`src/rtl/seq_det_pkg.sv`:
```
// Shared types and helpers for the programmable serial pattern detector.
package seq_det_pkg;

    typedef enum logic {UNCFG, RUN} det_state_e;

    // cfg_len must also encode MAX_LEN itself, hence the extra bit.
    function automatic int len_w(input int max_len);
        return $clog2(max_len) + 1;
    endfunction

endpackage

```
`src/rtl/seq_pattern_detector_if.sv`:
```
// Config, serial data and status bundle of the pattern detector.
interface seq_pattern_detector_if
    import seq_det_pkg::*;
#(
    parameter int MAX_LEN = 8,
    parameter int CNT_W   = 8
) ();
    localparam int LEN_W = len_w(MAX_LEN);

    logic               cfg_we;
    logic [MAX_LEN-1:0] cfg_pattern;
    logic [LEN_W-1:0]   cfg_len;
    logic               cfg_overlap;
    logic               x;
    logic               x_valid;
    logic               y;
    logic [CNT_W-1:0]   match_cnt;
    logic               cfg_err;
    logic               armed;

    modport master (
        output cfg_we, cfg_pattern, cfg_len, cfg_overlap, x, x_valid,
        input  y, match_cnt, cfg_err, armed
    );

    modport slave (
        input  cfg_we, cfg_pattern, cfg_len, cfg_overlap, x, x_valid,
        output y, match_cnt, cfg_err, armed
    );
endinterface

```
`src/rtl/sat_counter.sv`:
```
// Saturating up-counter with synchronous clear.
module sat_counter #(
    parameter int W = 8
) (
    input  logic         clk,
    input  logic         rst_n,
    input  logic         clr_i,
    input  logic         inc_i,
    output logic [W-1:0] cnt_o
);
    logic [W-1:0] cnt_q, cnt_d;

    always_comb begin
        cnt_d = cnt_q;
        if (clr_i)
            cnt_d = '0;
        else if (inc_i && !(&cnt_q))
            cnt_d = cnt_q + W'(1);
    end

    always_ff @(posedge clk) begin
        if (!rst_n)
            cnt_q <= '0;
        else
            cnt_q <= cnt_d;
    end

    assign cnt_o = cnt_q;
endmodule

```
`src/rtl/seq_pattern_detector.sv`:
```
// Runtime-programmable serial bit-pattern detector with match counter.
module seq_pattern_detector
    import seq_det_pkg::*;
#(
    parameter int MAX_LEN = 8,
    parameter int CNT_W   = 8
) (
    input  logic                   clk,
    input  logic                   reset_n,
    seq_pattern_detector_if.slave  bus
);
    localparam int LEN_W = len_w(MAX_LEN);
    localparam logic [LEN_W-1:0] MAX_L = LEN_W'(MAX_LEN);
    localparam logic [MAX_LEN:0] ONE = {{MAX_LEN{1'b0}}, 1'b1};

    det_state_e         state_q, state_d;
    logic [MAX_LEN-1:0] pat_q, pat_d;
    logic [LEN_W-1:0]   len_q, len_d;
    logic               ovl_q, ovl_d;
    logic [MAX_LEN-1:0] hist_q, hist_d;
    logic [LEN_W-1:0]   fill_q, fill_d;
    logic               y_q, y_d;
    logic               err_q, err_d;

    logic               cfg_ok;
    logic               cfg_bad;
    logic               accept;
    logic               match;
    logic               cnt_clr;
    logic [MAX_LEN-1:0] hist_n;
    logic [LEN_W-1:0]   fill_n;
    logic [MAX_LEN-1:0] mask;

    assign cfg_ok  = bus.cfg_we && (bus.cfg_len != '0)
                     && (bus.cfg_len <= MAX_L);
    assign cfg_bad = bus.cfg_we && !cfg_ok;
    // Config has priority: a bit arriving with cfg_we is dropped.
    assign accept  = !bus.cfg_we && (state_q == RUN) && bus.x_valid;

    always_comb begin
        state_d = state_q;
        pat_d   = pat_q;
        len_d   = len_q;
        ovl_d   = ovl_q;
        hist_d  = hist_q;
        fill_d  = fill_q;
        y_d     = 1'b0;
        err_d   = 1'b0;
        match   = 1'b0;
        cnt_clr = 1'b0;
        hist_n  = {hist_q[MAX_LEN-2:0], bus.x};
        fill_n  = (fill_q < len_q) ? fill_q + LEN_W'(1) : fill_q;
        mask    = MAX_LEN'((ONE << len_q) - ONE);
        unique case (1'b1)
            cfg_ok: begin
                pat_d   = bus.cfg_pattern;
                len_d   = bus.cfg_len;
                ovl_d   = bus.cfg_overlap;
                hist_d  = '0;
                fill_d  = '0;
                cnt_clr = 1'b1;
                state_d = RUN;
            end
            cfg_bad: begin
                hist_d  = '0;
                fill_d  = '0;
                cnt_clr = 1'b1;
                err_d   = 1'b1;
                state_d = UNCFG;
            end
            accept: begin
                match  = (fill_n >= len_q)
                         && (((hist_n ^ pat_q) & mask) == '0);
                hist_d = hist_n;
                fill_d = (match && !ovl_q) ? '0 : fill_n;
                y_d    = match;
            end
            default: ;
        endcase
    end

    always_ff @(posedge clk) begin
        if (!reset_n) begin
            state_q <= UNCFG;
            pat_q   <= '0;
            len_q   <= '0;
            ovl_q   <= 1'b0;
            hist_q  <= '0;
            fill_q  <= '0;
            y_q     <= 1'b0;
            err_q   <= 1'b0;
        end else begin
            state_q <= state_d;
            pat_q   <= pat_d;
            len_q   <= len_d;
            ovl_q   <= ovl_d;
            hist_q  <= hist_d;
            fill_q  <= fill_d;
            y_q     <= y_d;
            err_q   <= err_d;
        end
    end

    sat_counter #(.W(CNT_W)) u_cnt (
        .clk   (clk),
        .rst_n (reset_n),
        .clr_i (cnt_clr),
        .inc_i (match),
        .cnt_o (bus.match_cnt)
    );

    assign bus.y       = y_q;
    assign bus.cfg_err = err_q;
    assign bus.armed   = (state_q == RUN);
endmodule

```
`src/flat_wrapper.sv`:
```
// flat-port wrapper written by rule: the top's interface ports become plain ports
module seq_pattern_detector_flat import seq_det_pkg::*;
#(
    parameter int MAX_LEN = 8,
    parameter int CNT_W   = 8
)
  (clk, reset_n, bus_cfg_we, bus_cfg_pattern, bus_cfg_len, bus_cfg_overlap, bus_x, bus_x_valid, bus_y, bus_match_cnt, bus_cfg_err, bus_armed);
  seq_pattern_detector_if #(.MAX_LEN(MAX_LEN), .CNT_W(CNT_W)) bus_i ();
  input  logic clk;
  input  logic reset_n;
  input wire logic [$bits(bus_i.cfg_we)-1:0] bus_cfg_we;
  input wire logic [$bits(bus_i.cfg_pattern)-1:0] bus_cfg_pattern;
  input wire logic [$bits(bus_i.cfg_len)-1:0] bus_cfg_len;
  input wire logic [$bits(bus_i.cfg_overlap)-1:0] bus_cfg_overlap;
  input wire logic [$bits(bus_i.x)-1:0] bus_x;
  input wire logic [$bits(bus_i.x_valid)-1:0] bus_x_valid;
  output wire logic [$bits(bus_i.y)-1:0] bus_y;
  output wire logic [$bits(bus_i.match_cnt)-1:0] bus_match_cnt;
  output wire logic [$bits(bus_i.cfg_err)-1:0] bus_cfg_err;
  output wire logic [$bits(bus_i.armed)-1:0] bus_armed;
  assign bus_i.cfg_we = bus_cfg_we;
  assign bus_i.cfg_pattern = bus_cfg_pattern;
  assign bus_i.cfg_len = bus_cfg_len;
  assign bus_i.cfg_overlap = bus_cfg_overlap;
  assign bus_i.x = bus_x;
  assign bus_i.x_valid = bus_x_valid;
  assign bus_y = bus_i.y;
  assign bus_match_cnt = bus_i.match_cnt;
  assign bus_cfg_err = bus_i.cfg_err;
  assign bus_armed = bus_i.armed;
  seq_pattern_detector #(.MAX_LEN(MAX_LEN), .CNT_W(CNT_W)) u_core (.clk(clk), .reset_n(reset_n), .bus(bus_i));
endmodule
```
`config.mk`:
```
export PLATFORM = sky130hd
export DESIGN_NAME = seq_pattern_detector_flat
export DESIGN_NICKNAME = d
export VERILOG_FILES = /design/src/rtl/seq_det_pkg.sv /design/src/rtl/seq_pattern_detector_if.sv /design/src/rtl/sat_counter.sv /design/src/rtl/seq_pattern_detector.sv /design/src/flat_wrapper.sv
export SDC_FILE = /design/constraint.sdc
export NUM_CORES = 1
export LEC_CHECK = 0
export CAP_MARGIN = 20
export CORE_ASPECT_RATIO = 0.8
export CORE_UTILIZATION = 48
export CTS_CLUSTER_SIZE = 25
export DETAILED_ROUTE_END_ITERATION = 8
export PLACE_DENSITY = 0.75
export SLEW_MARGIN = 20
export SYNTH_ARGS = -nofsm -noshare
export SYNTH_HDL_FRONTEND = slang
export SYNTH_SLANG_ARGS = --single-unit
```
`constraint.sdc`:
```
create_clock -name clk -period 3.39 [get_ports clk]
set_input_delay 0.339 -clock clk [delete_from_list [all_inputs] [get_ports clk]]
set_output_delay 0.339 -clock clk [all_outputs]
set_load 0.05 [all_outputs]
```
Yosys cells after proc, flatten, opt, wreduce, memory -nomap -nowiden:

Index checks and enable logic that the tools add are counted.

* div/mod/pow operators: 0
* multiply operators: 0
* muxes and demuxes: 8
* shift-type cells: 1
* equal/unequal tests: 0
* $lt $le $gt $ge: 3
* bitwise gates (word level): 3
* add/subtract/negate cells: 3
* reductions and logical operators: 19

Operator list (number)
* 7-bit case mux with 2 select lines: 1
* 8-bit by 1-bit adder with 8-bit output, second input constant: 1
* 8-bit bitwise AND: 1
* 1-bit logical AND: 8
* 8-bit zero test: 1
* 4-bit two-way mux: 2
* 4-bit case mux with 2 select lines: 1
* 8-bit AND reduction: 1
* 1-bit by 4-bit << shifter with 8-bit output, first input constant: 1
* 8-bit by 1-bit subtractor with 8-bit output, second input constant: 1
* 8-bit XOR: 1
* 4-bit by 1-bit adder with 4-bit output, second input constant: 1
* 4-bit >= comparator: 1
* 4-bit less-or-equal comparator, second input constant: 1
* 1-bit zero test: 4
* 4-bit < comparator: 1
* 2-bit nonzero test: 2
* 4-bit nonzero test: 1
* 2-bit OR reduction: 2
* 1-bit two-way mux: 3
* 1-bit case mux with 2 select lines: 1
* 1-bit NOT: 1

* register bits after elaboration: 35
* ROM bits: 0
* logic and storage cells: 46
* bits in writable memories: 0
* memories kept: 0
* bits in latches: 0

Logic depth before layout (Yosys ltp):

* word-level depth: 8
* depth in mapped cells: 14
* gate-level depth less buffers: 12

Modules after synthesis:

A second synthesis with hierarchy kept.

* cells, all modules: 230
* area total of the unflattened synthesis: 1985.7 um2

By module, submodules not included
* seq_pattern_detector: seq. area each 540.5 um2, cells an instance 183, instances 1, area each 1547.7 um2
* sat_counter: seq. area each 160.2 um2, cells an instance 47, instances 1, area each 437.9 um2

Least setup slack after synthesis:

OpenSTA, ideal clock, no wires.

* path kind: flip-flop to flip-flop
* start: reg u_core.len_q[3]
* end: reg u_core.u_cnt.cnt_q[4], in the netlist u_core.u_cnt.cnt_o[4]
* period minus slack after synthesis: 3.296 ns
* cell stages (with the launch flop): 13
* path slack: 0.094 ns
* data arrival time: 3.226 ns
* buffers on the path: 1
* setup time: 0.070 ns
* cell sequence: dfxtp_1 inv_1 ha_1 nand2_1 o21ai_1 mux2_2 ha_1 a211o_1 a21oi_1 or4_1 buf_2 or4_1 a21oi_1

* word-level cells in the longest chain between the ends: 7
* elaborated cells between the ends (all ways): 10
* classes of those cells: add/sub (1); order compare (2); shift (1); mux (2); bitwise (1); reduce/logical (3)

RTL lines
* start: declaration: line seq_pattern_detector.sv:18 `logic [LEN_W-1:0] len_q, len_d;`
* start signal: assignment: line seq_pattern_detector.sv:95 `len_q <= len_d;`
* 1-bit by 4-bit << shifter with 8-bit output: line seq_pattern_detector.sv:53 `mask = MAX_LEN'((ONE << len_q) - ONE);`
* 8-bit by 1-bit subtractor with 8-bit output: line seq_pattern_detector.sv:53
* 8-bit bitwise AND: line seq_pattern_detector.sv:73 `&& (((hist_n ^ pat_q) & mask) == '0);`
* 8-bit zero test: line seq_pattern_detector.sv:73
* 1-bit logical AND *: line seq_pattern_detector.sv:73
* 1-bit two-way mux *
* 1-bit logical AND *: line sat_counter.sv:17 `else if (inc_i && !(&cnt_q))`
* end signal: assignment: line sat_counter.sv:25 `cnt_q <= cnt_d;`
* end: declaration: line sat_counter.sv:11 `logic [W-1:0] cnt_q, cnt_d;`

Every way passes the cells marked *; elsewhere a longest branch is shown, timed or not.
A chain may end at the register's enable or synchronous reset.

Worst setup path after layout:

* start: reg u_core.len_q[1]
* end: reg u_core.u_cnt.cnt_q[4], in the netlist u_core.u_cnt.cnt_o[4]

Same word-level chain as after synthesis.

==> results.tsv <==
stage	metric	value	unit
run_status	status	finished clean	
global_route	vias in the first global route	1529	
power	Sequential Power Share	0.416	
flow_run	Max-cap violations	0	
worst_setup_path	reg2reg start	u_core.len_q[1]	
sta	Max Clock Skew	8.80	ps
drt	Final ANT Viol Nets	0	
clocking	Num CTS Buffers	5	
worst_setup_path	CP max FO	10	
drt	vias per cell	5.35	
place	placed instance area	2340	sq um
min_path	min-delay worst type	reg2reg	
sta	period utilization	0.932	
worst_setup_path	setup slack, reg-to-reg	230	ps
worst_setup_path	CP Data Arrival Time	3390	ps
global_route	gr ovfl total	0	
global_route	largest net degree at the start of global routing	25	
clocking	htree depth	2	
floorplanning	Core Rows	20	
power	Switch Pwr	0.000239	W
floorplanning	Core ar.	3830	sq um
clocking	CTS tree	yes	
cells_and_area	Fillers	335	
worst_setup_path	Setup crit end kind	flip-flop	
drt	Total Wirelength	4160	um
worst_setup_path	crit start category	flip-flop	
drt	drc violations	0	
power	VDD IR max	0.250	mV
clocking	clk sinks	35	
drt	detailed-route wire length per cell	13.3	um
sta	Final Hold Fails	0	
floorplanning	starting density of the core	0.508	
place	number of I/O port buffers	28	
global_route	global-route wire length before repair	7110	um
floorplanning	IO Count	29	
cells_and_area	share of cells above drive strength 1	0.0814	
clocking	CTS root buffer	clkbuf_8	
clocking	register clock-pin slew on the reported worst setup and hold paths	70	ps
logic_synthesis	FFs w/ async S/R, synth	0	
drt	1st-pass router iterations	4	
power	sw frac	0.232	
sta	normalized max-slew margin	0.510	
logic_synthesis	EDFF count, synth	0	
cells_and_area	# diodes	0	
place	post-DP HPWL	3040	um
logic_synthesis	average cell area after synthesis	8.88	sq um
power	cell internal pwr	0.000790	W
clocking	Setup Fix Bufs, Post-CTS	0	
place	Final Wtd Congestion	0.834	
power	Overall Power	0.00103	W
logic_synthesis	Net Count, Synth	247	
worst_setup_path	R2R Path End	u_core.u_cnt.cnt_o[4]	
worst_setup_path	crit path launch	u_core.len_q[1]	
cells_and_area	fin nets	285	
worst_setup_path	R2R depth	13	
power	power density over cell area	415	nW/um^2
cells_and_area	Final Instance Area	2480	sq um
power	Clock power frac	0.431	
logic_synthesis	Yosys warning total	0	
min_path	WHS Path Cells	2	
global_route	Tot GR Track Use	0.220	
floorplanning	Die X	73.2	um
logic_synthesis	Main synth FF type	dfxtp_1	
min_path	Hold Path End	u_core.u_cnt.cnt_o[5]	
clocking	clk_lat worst skew	290	ps
floorplanning	die extent in y	58.9	um
worst_setup_path	CP required	3620	ps
drt	number of DRC markers in iteration 0	87	
sta	slew of the pin with the lowest slew margin	733	ps
sta	Final setup viols	0	
drt	vias	1676	
clocking	CTS max path bufs	2	
floorplanning	die area	4310	sq um
sta	Slew Limit Fails	0	
cells_and_area	P&R area growth vs syn	27.4	%
logic_synthesis	Syn Inst Count	219	
logic_synthesis	FF+latch count, synth	35	
logic_synthesis	sequential element share of the synthesized area	0.360	
sta	fin crit period	3160	ps
worst_setup_path	critical path class	reg2reg	
global_route	initial antenna violation count	0	
power	Comb pwr share	0.153	
logic_synthesis	Cell variety after synth	41	
power	Leakage Power	0.971	nW
logic_synthesis	mapped cell area	1950	sq um
sta	fmax	0.316	GHz
min_path	Hold Path Origin	u_core.u_cnt.cnt_o[5]	
==> flip-flops by register name, indices dropped and copies added, names as in the netlist <==
register	count
u_core.bus.armed	1
u_core.bus.cfg_err	1
u_core.bus.y	1
u_core.fill_q	4
u_core.hist_q	7
u_core.len_q	4
u_core.ovl_q	1
u_core.pat_q	8
u_core.u_cnt.cnt_o	8
==> critical path, cell delays in order (launching register included) <==
cell,delay (ps)
dfxtp_1,330
inv_1,90
ha_1,280
a21oi_1,140
o21ai_1,110
buf_4,160
nor2_1,110
xor2_1,220
ha_1,210
o21a_1,120
a21oi_1,100
or4_4,590
or4_1,480
a21oi_1,140
==> worst max-delay path by stage <==
stage	end	slack (ps)	cells past startpoint
final	u_core.u_cnt.cnt_o[4]	230	13
after global routing	u_core.u_cnt.cnt_o[4]	-4	13
after CTS	u_core.u_cnt.cnt_o[4]	160	13
after detailed placement	u_core.u_cnt.cnt_o[4]	190	13
after global placement	u_core.u_cnt.cnt_o[4]	270	13
after floorplan	u_core.u_cnt.cnt_o[4]	90	12
==> repair_timing <==
item,CTS,global route
hold buffers,0,0
resized for setup,0,1
setup endpoints to repair,0,4
==> synth_stat cells (all sizes together), types with 3 or more instances <==
cell type,count,area share
or4,7,0.027
a22o,3,0.014
xor2,5,0.023
nor2b,22,0.071
nand3,7,0.018
nand2b,6,0.019
mux2i,14,0.072
ha,10,0.064
nor3,3,0.0077
and3,3,0.0096
buf,4,0.010
o31ai,3,0.012
dfxtp,35,0.36
xnor2,8,0.036
nor3b,8,0.031
o21ai,11,0.028
nor2,7,0.017
a21oi,17,0.044
nand2,11,0.021
clkbuf,4,0.0077
inv,8,0.015
==> kinds of logic (layout without fill, tap and decap cells) <==
family / count (synthesis) / in the layout / synth area share
DFF: 35 / 35 / 0.360
and+or+nand+nor: 83 / 83 / 0.254
buffers and inverters: 16 / 55 / 0.0334
muxes: 15 / 15 / 0.0778
AOI/OAI and AO/OA: 47 / 47 / 0.152
xor gates and xnor gates: 13 / 13 / 0.0585
adders and majority gates: 10 / 10 / 0.0643
==> cell type report <==
type                            instances  area, sq um  area share
Clock buffer                            6         72.6      0.0293
Clock inverter                          2         60.1      0.0242
Inverter                                8         30.0      0.0121
Multi-Input combinational cell        168         1180       0.478
Sequential cell                        35          701       0.283
Tap cell                               55         68.8      0.0278
Timing Repair Buffer                   39          363       0.146
==> metal layers <==
metal	vias up	wire length, um	global-route usage
li1	862	-	-
met1	770	2110	0.306
met2	37	1770	0.329
met3	7	204	0.0497
met4	0	65	0.0896
met5	-	0	0
==> power groups by stage <==
stage	clock network (W)	registers (W)	logic (W)
after CTS	0.000453	0.000428	0.000157
final	0.000444	0.000428	0.000158
after detailed placement	0	0.000437	0.000156
after floorplan	0	0.000444	0.0000927
after global placement	0	0.000437	0.000153
after global routing	0.000474	0.000429	0.000175
==> per-stage QoR <==
stage	hold slack, ps	setup TNS, ps	instances	worst slack, ps	utilization
3_5_place_dp	502	0	305	189	0.612
3_3_place_gp	473	0	305	274	0.612
5_1_grt	544	-4.06	313	-4.06	0.647
6_report	508	0	313	230	0.647
4_1_cts	512	0	313	161	0.646
2_1_floorplan	477	0	219	93.6	-
==> cells in the final DEF (no fill, tap or decap), types with 6 or more instances in the layout <==
cell             count
o21ai_0              9
a21oi_1             17
nor3b_1              8
nand2_1             11
or4_1                6
nor2b_1             22
nand3_1              7
inv_1                8
nor2_1               6
ha_1                10
buf_4               11
dfxtp_1             35
mux2i_1             14
xnor2_1              8
clkdlybuf4s50_1     28
nand2b_1             6
Note: power is estimated with default switching activity, not from simulation.
==> RTL edit 1 (same flow settings) <==
`MAX_LEN` is set to 8 in 3 places; all go to 4.
--- a/src/rtl/seq_pattern_detector_if.sv
+++ b/src/rtl/seq_pattern_detector_if.sv
@@ -4,3 +4,3 @@
 #(
-    parameter int MAX_LEN = 8,
+    parameter int MAX_LEN = 4,
     parameter int CNT_W   = 8
--- a/src/rtl/seq_pattern_detector.sv
+++ b/src/rtl/seq_pattern_detector.sv
@@ -4,3 +4,3 @@
 #(
-    parameter int MAX_LEN = 8,
+    parameter int MAX_LEN = 4,
     parameter int CNT_W   = 8
--- a/src/flat_wrapper.sv
+++ b/src/flat_wrapper.sv
@@ -3,3 +3,3 @@
 #(
-    parameter int MAX_LEN = 8,
+    parameter int MAX_LEN = 4,
     parameter int CNT_W   = 8
Ports: changed (resized bus_cfg_len and bus_cfg_pattern); port bits go from 29 to 24. The function was not compared with the original's and may differ.
==> RTL edit 1 against the unedited design <==
First-iteration DRC count shrank 14%; maximum frequency increased by 2.5%; total power shrank 46%; clock skew down 4.4 ps; sequential cell count decreased by 10; final area shrank 33%; critical path depth shrank 1; final cell count down 30%; sequential power is 28% lower; wire length is 24% lower; worst setup slack better by 78 ps; synthesized area decreased by 29%; synthesized cell count is 27% lower; highest routed layer unchanged.
==> RTL edit 1: results (changes against the unedited design) <==
Logic synthesis
  • Synthesized netlist net count: 180 (-27%)
  • Top cells by area, synth: dfxtp_1 36%, ha_1 7.2%, mux2i_1 5.8%
  • Top cells by count, synth: 25 x dfxtp_1, 14 x a21oi_1, 12 x nand3_1, 10 x nand2_1, 9 x inv_1
  • Syn Area/Cell: 8.73 µm² (-1.8%)
  • Post-synthesis xor/xnor area fraction: 3.79% (-2.1 points)
  • Synth Area in Adders: 7.21% (+0.78 points)
  • Seq/Total Area, Yosys: 36.1% (+0.056 points)
  • Synth cell types: 40 (-2.4%)

Finish
  • Register area: 500 µm² (-29%)
  • Nets@finish: 202 (-29%)
  • ClkCell Share: 1.65% (-3.7 points)
  • Area growth syn-to-layout: 20.6%
  • Share of cells above drive strength 1: 3.33% (-4.8 points)
  • Non-clock buffer share: 14.2% (-0.43 points)
  • Non-CTS buffers: 24 (-38%)
  • Fill cells: 247 (-26%)
  • Multi-input logic cell count: 118 (-30%)
  • Area of the multi-input gates: 826 µm² (-30%)
  • Clock buffers: 3 (-3)

GRT
  • Largest net degree at the start of global routing: 17 (-32%)
  • First-pass GRT wire length: 5230 µm (-26%)
  • GRT Util Overall: 21.6% (-0.38 points)

Power and ir drop
  • Lkg Pwr: 0.641 nW (-34%)
  • Switching share of power: 29.1% (+5.9 points)
  • Peak supply drop: 226 µV (-9.6%)

Worst setup path
  • Worst reg-to-reg path cell count: 12 (-1)
  • Worst endpoint data arrival time: 3340 ps (-50 ps)
  • Reg2reg setup slack: 310 ps (+80 ps)
  • CP max FO: 16 (+6)

Place
  • Placed Area: 0.00165 mm² (-30%)
  • Setup slack at placement: 382 ps (+193 ps)
  • IO Port Bufs: 23 (-18%)
  • Routability cong.: 0.812 (-2.7%)
  • HPWL Detailed: 2270 µm (-25%)

Floorplanning
  • DIE AREA: 0.00311 mm² (-28%)

Min path
  • Hold Path Origin: u_core.hist_q[2]
  • Worst hold endpoint: u_core.hist_q[2]

Timing
  • Final period utilization: 90.9% (-2.3 points)
  • Worst-Margin Slew: 693 ps (-40.0 ps)

Drt
  • WL final: 3150 µm (-24%)

Clock network
  • Clk pin slew, worst setup/hold paths: 140 ps (+70 ps)
  • Worst skew pair latency: 320 ps (+30 ps)
  • TritonCTS Sinks: 25 (-29%)
  • Root buf cell: clkbuf_4

Run status
  • Status: complete, no violations
==> RTL edit 1: metal layers <==
| metal | global-route usage, % | share of wire [%] |
|---|---|---|
| met5 | 0 | 0 |
| met4 | 9.30 | 1.1 |
| met3 | 5.79 | 5.5 |
| met1 | 28.1 | 50 |
| met2 | 33.7 | 44 |
==> RTL edit 1: power groups by stage <==
stage,Combinational (mW),Sequential [mW],Clock [mW]
global route,0.121,0.311,0.155
floorplan,0.0650,0.320,0
CTS,0.109,0.309,0.141
global placement,0.104,0.316,0
finish,0.110,0.310,0.135
detailed placement,0.109,0.316,0
==> RTL edit 1: worst max-delay path, cell delays in order, from the launching register on <==
cell and delay [ps]:
dfxtp_1 410, inv_1 120, ha_1 280, a21o_1 170, a211oi_1 410, xor2_1 140
ha_1 330, nand2_1 50, o21ai_0 190, nand3_1 100, buf_4 200, or4_1 480
a21oi_1 150
==> RTL edit 2 (same flow settings) <==
Without the edit above. Reset style: asynchronous (`reset_n` and `rst_n`), changed in 2 clocked blocks.
--- a/src/rtl/sat_counter.sv
+++ b/src/rtl/sat_counter.sv
@@ -20,3 +20,3 @@
 
-    always_ff @(posedge clk) begin
+    always_ff @(posedge clk or negedge rst_n) begin
         if (!rst_n)
--- a/src/rtl/seq_pattern_detector.sv
+++ b/src/rtl/seq_pattern_detector.sv
@@ -81,3 +81,3 @@
 
-    always_ff @(posedge clk) begin
+    always_ff @(posedge clk or negedge reset_n) begin
         if (!reset_n) begin
Behaviour: differs if reset_n is asserted again (counterexample within 4 cycles, from zero or initial values and one cycle with reset_n low); with reset_n held inactive, the same outputs for 10 cycles.
==> RTL edit 2 against the unedited design <==
Sequential cell count did not move; critical path type unchanged; synthesized area rose by 7.2%; via count fell by 4.6%; wire length fell by 0.53%; worst setup slack got worse by 80 ps; final area rose by 4.3%.
Power is not compared: it rests on default switching activity, and its combinational part moved more than twofold at a synthesized area within 25%.
==> RTL edit 2: results (changes against the unedited design) <==
Run status
  • Status: complete, no violations

Place
  • Setup slack at placement: 72.3 ps (-116 ps)
  • Routability cong.: 0.858 (+2.9%)
  • IO Port Bufs: 28 (unchanged)
  • HPWL Detailed: 2920 µm (-4.1%)
  • Placed Area: 0.00247 mm² (+5.4%)
  • Cells after DPL: 286 (-6.2%)

Logic synthesis
  • Synth Instances: 199 (-9.1%)
  • Seq/Total Area, Yosys: 42.0% (+6.0 points)
  • Mux contribution to synthesized area: 9.72% (+1.9 points)
  • Synth Area in Adders: 6.00% (-0.43 points)
  • Post-synthesis xor/xnor area fraction: 5.82% (-0.033 points)
  • Top cells by count, synth: 35 x dfrtp_1, 18 x nand2_1, 17 x mux2_2, 13 x nor2_1, 10 x ha_1
  • Synth cell types: 47 (+15%)
  • Synthesized netlist net count: 227 (-8.1%)
  • Top cells by area, synth: dfrtp_1 42%, mux2_2 9.2%, ha_1 6.0%
  • Ys async rst share: 100% (+100 points)
  • Synth Area in Compound Gates: 12.7% (-2.5 points)

Finish
  • ClkCell Share: 3.24% (-2.1 points)
  • Non-CTS buffers: 38 (-2.6%)
  • Fill cells: 344 (+2.7%)
  • Logic inverters: 9 (+1)
  • Seq area share: 33.9% (+5.6 points)
  • Nets@finish: 265 (-7.0%)
  • Fin cells: 295 (-5.8%)
  • Multi-input logic cell count: 148 (-12%)
  • Non-clock buffer share: 13.7% (-0.90 points)
  • Area of the multi-input gates: 0.00117 mm² (-1.5%)
  • Share of cells above drive strength 1: 21.8% (+14 points)

GRT
  • Largest net degree at the start of global routing: 36 (+44%)
  • Vias in the first global route: 1443 (-5.6%)
  • M3 GR Usage: 5.48% (+0.52 points)
  • First-pass GRT wire length: 6760 µm (-4.9%)
  • Met2 Use GR: 29.3% (-3.6 points)

Drt
  • Met2 wire len: 1900 µm (+7.2%)
  • Via count: 1599 (-4.6%)
  • M1 WL: 2070 µm (-2.2%)
  • Met3 routed WL: 120 µm (-41%)
  • 1st-pass router iterations: 5 (+1)
  • Starting DRC count in detailed routing: 58 (-33%)
  • Per-cell routed wire length: 14.0 µm (+5.5%)

Worst setup path
  • CP peak stage delay: 500 ps (-90 ps)
  • Slowest CP cell: or4_1
  • Reg2reg setup slack: 150 ps (-80 ps)
  • FF-to-FF Start: u_core.fill_q[1]
  • Worst endpoint data arrival time: 3460 ps (+70 ps)
  • Worst Setup EP: u_core.u_cnt.cnt_o[4]
  • Worst reg-to-reg path cell count: 12 (-1)

Timing
  • Final min period: 3240 ps (+80.1 ps)
  • Worst-Margin Slew: 623 ps (-110 ps)
  • Setup Skew: 2.52 ps (-6.28 ps)
  • Hold_ws: 461 ps (-47.2 ps)

Power and ir drop
  • Pwr Total: 1.10 mW

Min path
  • Worst Hold Class: in2async

Clock network
  • Clk pin slew, worst setup/hold paths: 70 ps (about the same)
[RTL edit 2: cell count changes after synthesis, moves of 6 or more]
cell	unedited run	this run
dfrtp_1	0	35
dfxtp_1	35	0
nor2b_1	22	4
mux2_2	1	17
mux2i_1	14	0
a21oi_1	17	7
nand3b_1	0	8
nand2_1	11	18
nor2_1	6	13
nor3b_1	8	2
[RTL edit 2: worst max-delay path: cells and delay by family (launching register included)]
family                     cells  cell delay, ps
AOI/OAI and AO/OA              6            1000
adders and majority gates      2             560
buffers and inverters          1             160
DFF                            1             420
muxes                          1             360
and+or+nand+nor                2             660
[RTL edit 2: cells by family (layout without fill, tap and decap cells)]
| kind of cell | after synthesis | in the layout |
|---|---|---|
| multiplexers | 18 | 18 |
| AO/OA/AOI/OAI | 33 | 33 |
| XOR/XNOR | 13 | 13 |
| AND/OR/NAND/NOR | 74 | 74 |
| adder cells (fa/ha/maj) | 10 | 10 |
| flip-flops | 35 | 35 |
| buffers and inverters | 16 | 55 |
